<file path="src/rtl/mem_arb_pkg.sv">
// Shared encodings for the main-memory arbiter: grant state (also driven on owner)
// and the requester IDs used for the last-served record.
package mem_arb_pkg;

    typedef enum logic [1:0] {
        IDLE  = 2'b00,
        GNT_I = 2'b01,
        GNT_D = 2'b10
    } arb_state_t;

    localparam logic REQ_I = 1'b0;
    localparam logic REQ_D = 1'b1;

endpackage

</file>
<file path="src/rtl/mem_bus_arbiter.sv">
// Two-requester arbiter for the single main-memory port: instruction-side and
// data-side miss paths. Holds a grant until m_ready and counts conflict cycles.
module mem_bus_arbiter
    import mem_arb_pkg::*;
#(
    parameter int AW     = 32,
    parameter int DW     = 32,
    parameter int D_PRIO = 1,
    parameter int CW     = 16
) (
    input  logic          clk,
    input  logic          clrn,
    input  logic [AW-1:0] i_a,
    input  logic          i_access,
    output logic [DW-1:0] i_d_r,
    output logic          i_ready,
    input  logic [AW-1:0] d_a,
    input  logic [DW-1:0] d_d_w,
    input  logic          d_access,
    input  logic          d_write,
    output logic [DW-1:0] d_d_r,
    output logic          d_ready,
    output logic [AW-1:0] m_a,
    output logic [DW-1:0] m_d_w,
    output logic          m_access,
    output logic          m_write,
    input  logic [DW-1:0] m_d_r,
    input  logic          m_ready,
    output logic [1:0]    owner,
    output logic [CW-1:0] conflict_cnt
);

    arb_state_t state;
    logic       last_srv;
    logic       conflict;

    // Only one side is ever granted, so two live requests always leave one waiting.
    assign conflict = i_access && d_access;

    always_ff @(posedge clk) begin
        if (!clrn) begin
            state        <= IDLE;
            last_srv     <= REQ_I;
            conflict_cnt <= '0;
        end else begin
            if (conflict && (conflict_cnt != '1))
                conflict_cnt <= conflict_cnt + CW'(1);

            case (state)
                IDLE: begin
                    if (i_access && d_access)
                        state <= ((D_PRIO != 0) || (last_srv == REQ_I)) ? GNT_D : GNT_I;
                    else if (i_access)
                        state <= GNT_I;
                    else if (d_access)
                        state <= GNT_D;
                end
                // Completion wins over abort; the owner's own access on the
                // completion cycle is not a new request.
                GNT_I: begin
                    if (m_ready) begin
                        last_srv <= REQ_I;
                        state    <= d_access ? GNT_D : IDLE;
                    end else if (!i_access) begin
                        state <= IDLE;
                    end
                end
                GNT_D: begin
                    if (m_ready) begin
                        last_srv <= REQ_D;
                        state    <= i_access ? GNT_I : IDLE;
                    end else if (!d_access) begin
                        state <= IDLE;
                    end
                end
                default: state <= IDLE;
            endcase
        end
    end

    always_comb begin
        m_access = 1'b0;
        m_write  = 1'b0;
        m_a      = '0;
        m_d_w    = '0;
        i_ready  = 1'b0;
        i_d_r    = '0;
        d_ready  = 1'b0;
        d_d_r    = '0;
        case (state)
            GNT_I: begin
                m_access = 1'b1;
                m_a      = i_a;
                i_ready  = m_ready;
                i_d_r    = m_d_r;
            end
            GNT_D: begin
                m_access = 1'b1;
                m_a      = d_a;
                m_write  = d_write;
                m_d_w    = d_d_w;
                d_ready  = m_ready;
                d_d_r    = m_d_r;
            end
            default: ;
        endcase
    end

    assign owner = state;

endmodule

</file>
<file path="config.mk">
export PLATFORM = sky130hd
export DESIGN_NAME = mem_bus_arbiter
export DESIGN_NICKNAME = d
export VERILOG_FILES = /design/src/rtl/mem_arb_pkg.sv /design/src/rtl/mem_bus_arbiter.sv
export SDC_FILE = /design/constraint.sdc
export NUM_CORES = 1
export LEC_CHECK = 0
export BUFFER_PORTS_ARGS = -buffer_cell sky130_fd_sc_hd__buf_2
export CAP_MARGIN = 20
export CORE_AREA = 2 2 111 113
export CTS_BUF_LIST = sky130_fd_sc_hd__clkbuf_16
export CTS_CLUSTER_SIZE = 40
export DETAILED_ROUTE_END_ITERATION = 8
export DIE_AREA = 0 0 113 115
export SYNTH_ARGS = -nofsm -noshare
export SYNTH_HDL_FRONTEND = slang
export SYNTH_SLANG_ARGS = --single-unit
</file>
<file path="constraint.sdc">
create_clock -name clk -period 2.4 [get_ports clk]
set_input_delay 0.36 -clock clk [delete_from_list [all_inputs] [get_ports clk]]
set_output_delay 0.36 -clock clk [all_outputs]
set_load 0.01 [all_outputs]
</file>
# Word-level counts from Yosys, hierarchy flattened

Index checks and enable logic that the tools add are counted.

Register bits: 18
Output and inout bits: 150
Input bits: 134

Add/subtract/negate cells: 1
Reduce and logical (&&, ||, !) cells: 5
Mux-type cells: 18
Equal/unequal tests: 6

Operator list:

| cell                  | number |
|---|---|
| $mux 32               | 3 |
| $pmux 32 s2           | 1 |
| $add 16x1->16 const B | 1 |
| $mux 2                | 8 |
| $ne 16x16->1 const B  | 1 |
| $ne 3x3->1 const B    | 2 |
| $pmux 2 s3            | 1 |
| $mux 1                | 5 |
| $ne 4x4->1 const B    | 1 |
| $reduce_and 3->1      | 1 |
| $eq 2x1->1 const B    | 1 |
| $eq 2x2->1 const B    | 1 |
| $logic_and 1x1->1     | 2 |
| $logic_not 2->1       | 1 |
| $reduce_or 2->1       | 1 |

# Depth between registers and ports, before layout

Gate-level depths: netlist of the first run.

Depth in word-level cells: 4
Mapped depth: 7
Depth with buffers taken out: 6

# Worst setup path before layout of the first run

Ideal clock, no wire load.

Path kind: register to output
From: reg state[0], in the netlist owner[0]
To: out m_d_w[10]
Data required time: 2.040 ns
Stages on the path, launching flop included: 7
Arrival: 1.514 ns
Slack: 0.526 ns
Cells stage by stage: dfxtp_1 inv_1 ha_1 clkbuf_1 clkbuf_1 clkbuf_1 and2_1

Longest elaborated chain between the ends: 2

Ends and longest elaborated chain:

| what                   | RTL line              | source |
|---|---|---|
| start, declared        | mem_bus_arbiter.sv:33 | `arb_state_t state;` |
| start signal, assigned | mem_bus_arbiter.sv:52 | `state <= ((D_PRIO != 0) \|\| (last_srv == REQ_I)) ? GNT_D : GNT_I;` |
| start signal, assigned | mem_bus_arbiter.sv:63 | `state <= d_access ? GNT_D : IDLE;` |
| start signal, assigned | mem_bus_arbiter.sv:71 | `state <= i_access ? GNT_I : IDLE;` |
| $eq 2x2->1             | -                     |  |
| $mux 32                | mem_bus_arbiter.sv:90 | `case (state)` |
| end, declared          | mem_bus_arbiter.sv:24 | `output logic [DW-1:0] m_d_w,` |

No other way between the ends.

# Final worst setup path of the first run

From: reg state[0], in the netlist owner[0]
To: out m_a[8]

Longest elaborated chain between the ends: 2

Ends and longest elaborated chain:

| what                                     | RTL line              | source |
|---|---|---|
| $eq 2x2->1 or $eq 2x1->1 (tied branches) | -                     |  |
| $pmux 32 s2 *                            | mem_bus_arbiter.sv:90 |  |
| end, declared                            | mem_bus_arbiter.sv:23 | `output logic [AW-1:0] m_a,` |

Mark *: on every way between the ends. The rest lies on a longest branch, timed or not.

==> flow_summary.yaml, run 1 <==
status:
  outcome: "complete, but fails checks"
  violations: "DRC"
cts:
  clock_sink_count: 18
  inserted_clock_buffers: 3
  cts.root.buffer_cell: "sky130_fd_sc_hd__clkbuf_16"
  clk_latency_ns: 0.25
  clk_pin_slew_ns: 0.05
  cts_max_path_buffers: 2
  cts_tree: "built"
  post_cts_buffers: 0
  cts_repair_resize_count: 0
  h-tree-depth: 1
  cts.hold.buffers_added: 0
place:
  routabilityCongestion: 0.780
  placedInstanceArea_um2: 3750
  preCtsSetupSlack_ns: 0.412
  count_of_buffers_inserted_at_the_top_level_ports: 283
  dp_hpwl_um: 9340
timing:
  maxSlewHeadroom_pct: 61.1
  tightest_slew_ns: 0.569
  final.setup_skew_ns: 0.00232
  finalSetupTns_ns: 0
  setup_viol_count_final: 0
  post-route-worst-setup-slack_ns: 0.145
  max_freq_mhz: 443
  slew_violations: 0
  layout_worst_path_cycle_share_pct: 94.0
  finalCriticalPeriod_ns: 2.25
  count_of_endpoints_failing_hold_in_the_final_timing_report: 0
  setup_repair_after_global_routing_missed_its_margin: "no"
drt:
  routed_wl_um: 11200
  drt_iter0_drc: 198
  detail_route.vias_per_cell: 4.50
  remaining_drc_errors: 9
  first_pass_iters: 6
  dr_total_vias: 3230
  drt_antenna_net_count: 0
  wl_per_cell_um: 15.6
setup_path:
  timing.critical_path.arrival_ns: 1.89
  timing.critical_path.from_type: "register"
  setup.worst_path.end_class: "output port"
  slowest_delay_ns: 0.51
  reg2reg_from: "owner[0]$_SDFFE_PN0P_"
  worstPathCellList: "inv_1, ha_2, buf_12, a22oi_1, nor2b_1, buf_2"
  cp.buffers_inverters: 3
  timing.critical_path.max_delay_family: "adder cells"
  setup.worst_path.start: "owner[0]$_SDFFE_PN0P_"
  setup.worst_path.class: "register to output port"
  data_required_time_of_the_worst_path_ns: 2.04
  critPathSlowestCell: "sky130_fd_sc_hd__ha_2"
  crit_fanout: 40
yosys:
  synthArstFlopShare_pct: 0
  post_synth_main_area_contributors: "sky130_fd_sc_hd__and2_1 (30%), sky130_fd_sc_hd__dfxtp_1 (17%), sky130_fd_sc_hd__a22oi_1 (11%)"
  synth_top_cell_by_area: "sky130_fd_sc_hd__and2_1"
  mappedNetlistNets: 441
  yosys-top-cells-count: "sky130_fd_sc_hd__and2_1 (102), sky130_fd_sc_hd__a22oi_1 (33), sky130_fd_sc_hd__nor2b_1 (32)"
  synth_ff_type: "sky130_fd_sc_hd__dfxtp_1"
  yosys_register_bits: 18
  syn-instance-count: 301
  yosysSeqAreaShare_pct: 16.7
  synthesis.area_per_instance_um2: 7.18
  number_of_flops_mapped_to_enable_cells_by_yosys: 0
  synth.lib_cells_used.distinct: 38
  netlist.area_leader.share_pct: 29.5
  syn-cell-area_um2: 2160
  warnings_from_yosys: 0
  post-synth-top-count-cell: "sky130_fd_sc_hd__and2_1"
min_path:
  worst_hold_startpoint: "clrn"
  timing.hold.worst.class: "primary input to register"
die:
  chipWidth_um: 113
  dieHeight_um: 115
  fp.dieArea_um2: 13000
  rows: 40
  floorplan.initialDensity_pct: 18.3
  num_io_pins: 284
  fp.coreArea_um2: 11800
global_routing:
  number_of_global_route_vias_before_repair: 2929
  antenna_found_initial: 0
  overflow: 0
  grt_pass1_wl_um: 16100
  maximum_number_of_pins_on_one_net_before_global_route_repair: 41
  globalRouteMet1Util_pct: 22.9
  routing_usage_on_met3_pct: 2.90
  grt_use_total_pct: 15.4
  grt-busiest-layer: "met2"
  grtUsageMet2_pct: 23.6
layout:
  finalInstanceArea_um2: 3830
  final_core_utilization_pct: 32.4
  antenna_cells_inserted: 0
  final_nets: 713
  drive_above_1_share_pct: 52.9
  p_r_area_growth_vs_syn_pct: 77.2
pwr:
  p_per_area_nw_per_um2: 369
  power.leakage_nw: 2.11
  vdd.ir_drop.worst_mv: 0.183
flow_run:
  maxCapViolations: 0
==> logic make-up after synthesis <==
kind of cell	share of synthesized area (%)
buf+inv	4.52
simple gates	52.5
compound gates	21.6
xor+xnor	0.811
flops	16.7
fa+ha+maj	3.47
mux	0.463
==> area by class of cell <==
class | count | area (um2)
multi-input combinational | 257 | 1710
timing repair buffer | 289 | 1490
inverter | 4 | 15.0
sequential | 18 | 360
tap | 147 | 184
clock buffer | 3 | 75.1
fill | 1295 | 7980
==> final timing paths <==
check             slack, ns  depth (start not counted)                       endpoint
setup / recovery       0.15                          6                         m_a[8]
hold reg to reg        0.51                          2  conflict_cnt[11]$_SDFFE_PN0P_
hold / removal         0.44                          3  conflict_cnt[10]$_SDFFE_PN0P_
setup reg to reg       0.61                          6          owner[1]$_SDFFE_PN0P_
==> per-layer routing <==
| layer | vias up | wire length (um) |
|---|---|---|
| met4 | 0 | 38 |
| met5 | - | 0 |
| met1 | 1480 | 5270 |
| li1 | 1602 | - |
| met3 | 3 | 892 |
| met2 | 145 | 5000 |
==> state kept, by name, summed over array words and instances, names as in the netlist <==
register / flops
owner: 2
conflict_cnt: 16
==> cell usage in the layout, fill, tap and decap left out, types with 2 or more instances in the layout <==
master,Yosys,routed
sky130_fd_sc_hd__and4_4,2,2
sky130_fd_sc_hd__inv_1,4,4
sky130_fd_sc_hd__nor3_1,4,4
sky130_fd_sc_hd__nand4_1,5,5
sky130_fd_sc_hd__nor2b_1,32,32
sky130_fd_sc_hd__or4_1,4,4
sky130_fd_sc_hd__clkbuf_16,0,3
sky130_fd_sc_hd__or3_1,2,2
sky130_fd_sc_hd__buf_12,0,2
sky130_fd_sc_hd__nor2_1,5,5
sky130_fd_sc_hd__o21ai_0,6,6
sky130_fd_sc_hd__ha_1,6,4
sky130_fd_sc_hd__a21oi_1,12,12
sky130_fd_sc_hd__dfxtp_1,18,18
sky130_fd_sc_hd__or3_2,2,2
sky130_fd_sc_hd__buf_4,0,4
sky130_fd_sc_hd__nand2_1,9,9
sky130_fd_sc_hd__nand3_1,9,9
sky130_fd_sc_hd__ha_2,0,2
sky130_fd_sc_hd__a22oi_1,33,33
sky130_fd_sc_hd__buf_2,0,283
sky130_fd_sc_hd__and2_1,102,102
sky130_fd_sc_hd__o31ai_1,6,6
==> stage by stage <==
step	hold WS [ns]	cells	total power, mW
2_1_floorplan	0.498	301	0.711
3_3_place_gp	0.502	715	1.08
3_5_place_dp	0.500	715	1.08
4_1_cts	0.439	718	1.42
5_1_grt	0.471	718	1.51
6_report	0.441	718	1.41
==> worst register-to-register path, stage by stage, from the launching register on <==
cell and delay (ns):
sky130_fd_sc_hd__dfxtp_1 0.36, sky130_fd_sc_hd__inv_1 0.11, sky130_fd_sc_hd__ha_2 0.51, sky130_fd_sc_hd__a22oi_1 0.20
sky130_fd_sc_hd__o2bb2ai_1 0.27, sky130_fd_sc_hd__a211o_1 0.14, sky130_fd_sc_hd__a21oi_1 0.05
==> where the power goes <==
| part | leakage (nW) | total (mW) | switching, mW | internal (mW) |
|---|---|---|---|---|
| combinational | 1.92 | 0.763 | 0.400 | 0.363 |
| clock | 0.0370 | 0.334 | 0.115 | 0.220 |
| sequential | 0.146 | 0.314 | 0.00873 | 0.305 |
Power figures use the tool's default switching activity.
==> run 2: changes to the inputs <==
clock period = 2.55 ns   (was 2.4 ns; I/O delays follow)
==> run 2 against run 1 <==
  * The flow still finishes with violations (DRC)
  * Hold slack better by 0.022 ns
  * Sequential power down 6%
  * Via count down 0.28%
  * Sequential share of layout area down 0.18 points
  * Sequential cell count unchanged
  * Global-route usage up 0.46 points
  * Non-clock buffer count up 6
  * Cell count up 0.97%
  * Highest routed layer unchanged
==> flow_summary.yaml, run 2 (synthesis results as in run 1) <==
drt:
  drt_iter0_drc: 232
  remaining_drc_errors: 9
  routed_wl_um: 11400
  drt_antenna_net_count: 0
  detail_route.vias_per_cell: 4.44
  dr_total_vias: 3221
  first_pass_iters: 7
  wl_per_cell_um: 15.8
global_routing:
  grt_use_total_pct: 15.8
  antenna_found_initial: 0
  overflow: 0
  maximum_number_of_pins_on_one_net_before_global_route_repair: 31
  grt_pass1_wl_um: 16500
  number_of_global_route_vias_before_repair: 2920
setup_path:
  setup.worst_path.end_class: "output port"
  critical_path.reg2reg.endpoint: "owner[1]$_SDFFE_PN0P_"
  crit_fanout: 20
  number_of_cells_traversed_by_the_worst_register_to_register_path: 7
  setup.worst_path.class: "register to output port"
  reg2reg_from: "owner[0]$_SDFFE_PN0P_"
  timing.critical_path.from_type: "register"
  data_required_time_of_the_worst_path_ns: 2.17
  reg2reg_slack_ns: 0.58
  timing.critical_path.arrival_ns: 1.95
place:
  count_of_buffers_inserted_at_the_top_level_ports: 283
  placedCellCount: 721
  placedInstanceArea_um2: 3820
  dp_hpwl_um: 9660
  preCtsSetupSlack_ns: 0.424
  routabilityCongestion: 0.787
status:
  outcome: "complete, but fails checks"
  violations: "DRC"
timing:
  setup_repair_after_global_routing_missed_its_margin: "no"
  count_of_endpoints_failing_hold_in_the_final_timing_report: 0
  finalSetupTns_ns: 0
  max_freq_mhz: 428
  post-route-worst-setup-slack_ns: 0.215
  layout_worst_path_cycle_share_pct: 91.6
  maxSlewHeadroom_pct: 62.5
  slew_violations: 0
  final.setup_skew_ns: 0.00121
  tightest_slew_ns: 0.548
  setup_viol_count_final: 0
  finalCriticalPeriod_ns: 2.33
cts:
  cts.root.buffer_cell: "sky130_fd_sc_hd__clkbuf_16"
  cts_repair_resize_count: 0
  inserted_clock_buffers: 3
  clk_latency_ns: 0.26
  clock_sink_count: 18
  h-tree-depth: 1
  post_cts_buffers: 0
  clk_pin_slew_ns: 0.05
  cts.hold.buffers_added: 0
  cts_max_path_buffers: 2
  cts_tree: "built"
die:
  floorplan.initialDensity_pct: 18.3
  dieHeight_um: 115
  fp.coreArea_um2: 11800
  fp.dieArea_um2: 13000
  rows: 40
  chipWidth_um: 113
  num_io_pins: 284
min_path:
  whs_endpoint: "conflict_cnt[10]$_SDFFE_PN0P_"
  timing.hold.worst.class: "primary input to register"
  worst_hold_startpoint: "clrn"
  hold_depth: 3
pwr:
  power.leakage_nw: 2.15
  vdd.ir_drop.worst_mv: 0.185
  netSwitchingPower_mw: 0.513
  netSwitchingFraction_pct: 37.2
  comb_power_share_pct: 54.9
  power_frac_clock_pct: 23.7
  p_per_area_nw_per_um2: 353
  internal_power_mw: 0.865
  seq_power_share_pct: 21.4
layout:
  final_cell_count_no_fill: 725
  registers.top_by_ff_count: "conflict_cnt"
  final_nets: 719
  final_common_cell: "sky130_fd_sc_hd__buf_2"
  max_ffs_per_register: 16
  p_r_area_growth_vs_syn_pct: 80.6
  drive_above_1_share_pct: 53.3
  layout_common_cells: "sky130_fd_sc_hd__buf_2 (283), sky130_fd_sc_hd__and2_1 (102), sky130_fd_sc_hd__a22oi_1 (33), sky130_fd_sc_hd__nor2b_1 (32), sky130_fd_sc_hd__dfxtp_1 (18)"
  finalInstanceArea_um2: 3900
  antenna_cells_inserted: 0
flow_run:
  maxCapViolations: 0
==> run 2: per-layer routing <==
metal	share of wire, %	wire length [um]	vias up	global-route usage, %
met3	8.3	953	6	2.85
met5	0	0	-	0
met1	46	5220	1452	23.5
met2	45	5190	153	24.2
met4	0.78	89	0	2.68
li1	-	-	1610	-
==> run 2: area by class of cell <==
class / instances / area, um2
sequential: 18 / 360
multi-input combinational: 257 / 1710
clock buffer: 3 / 75.1
inverter: 4 / 15.0
tap: 147 / 184
clock inverter: 1 / 3.75
timing repair buffer: 295 / 1560
fill: 1288 / 7910
==> run 2: worst max-delay path: stages (launching register included) <==
cell	delay [ns]
sky130_fd_sc_hd__dfxtp_1	0.36
sky130_fd_sc_hd__inv_1	0.10
sky130_fd_sc_hd__ha_2	0.47
sky130_fd_sc_hd__buf_4	0.30
sky130_fd_sc_hd__a22oi_1	0.15
sky130_fd_sc_hd__nor2b_1	0.16
sky130_fd_sc_hd__buf_2	0.15
==> run 2: worst max-delay path by stage <==
stage | startpoint | slack [ns] | end | cells past startpoint
finish | owner[0]$_SDFFE_PN0P_ | 0.22 | m_a[7] | 6
global route | owner[1]$_SDFFE_PN0P_ | 0.07 | m_a[7] | 6
CTS | owner[0]$_SDFFE_PN0P_ | 0.15 | m_a[7] | 6
detailed placement | owner[0]$_SDFFE_PN0P_ | 0.42 | m_a[7] | 6
global placement | owner[0]$_SDFFE_PN0P_ | 0.47 | m_a[7] | 6
floorplan | owner[0]$_SDFFE_PN0P_ | 0.65 | m_d_w[10] | 6
==> run 2: power groups by stage <==
stage | Clock (mW) | Combinational [mW] | Sequential (mW)
final | 0.326 | 0.756 | 0.295
after global routing | 0.344 | 0.826 | 0.297
after CTS | 0.330 | 0.762 | 0.295
after detailed placement | 0 | 0.759 | 0.302
after global placement | 0 | 0.761 | 0.301
after floorplan | 0 | 0.366 | 0.303
==> run 2: stage by stage <==
step	total power [mW]	util, %	hold slack, ns
final	1.38	33.0	0.463
after floorplan	0.669	-	0.508
after CTS	1.39	33.0	0.456
after global placement	1.06	32.4	0.500
after detailed placement	1.06	32.4	0.503
after global routing	1.47	33.0	0.502
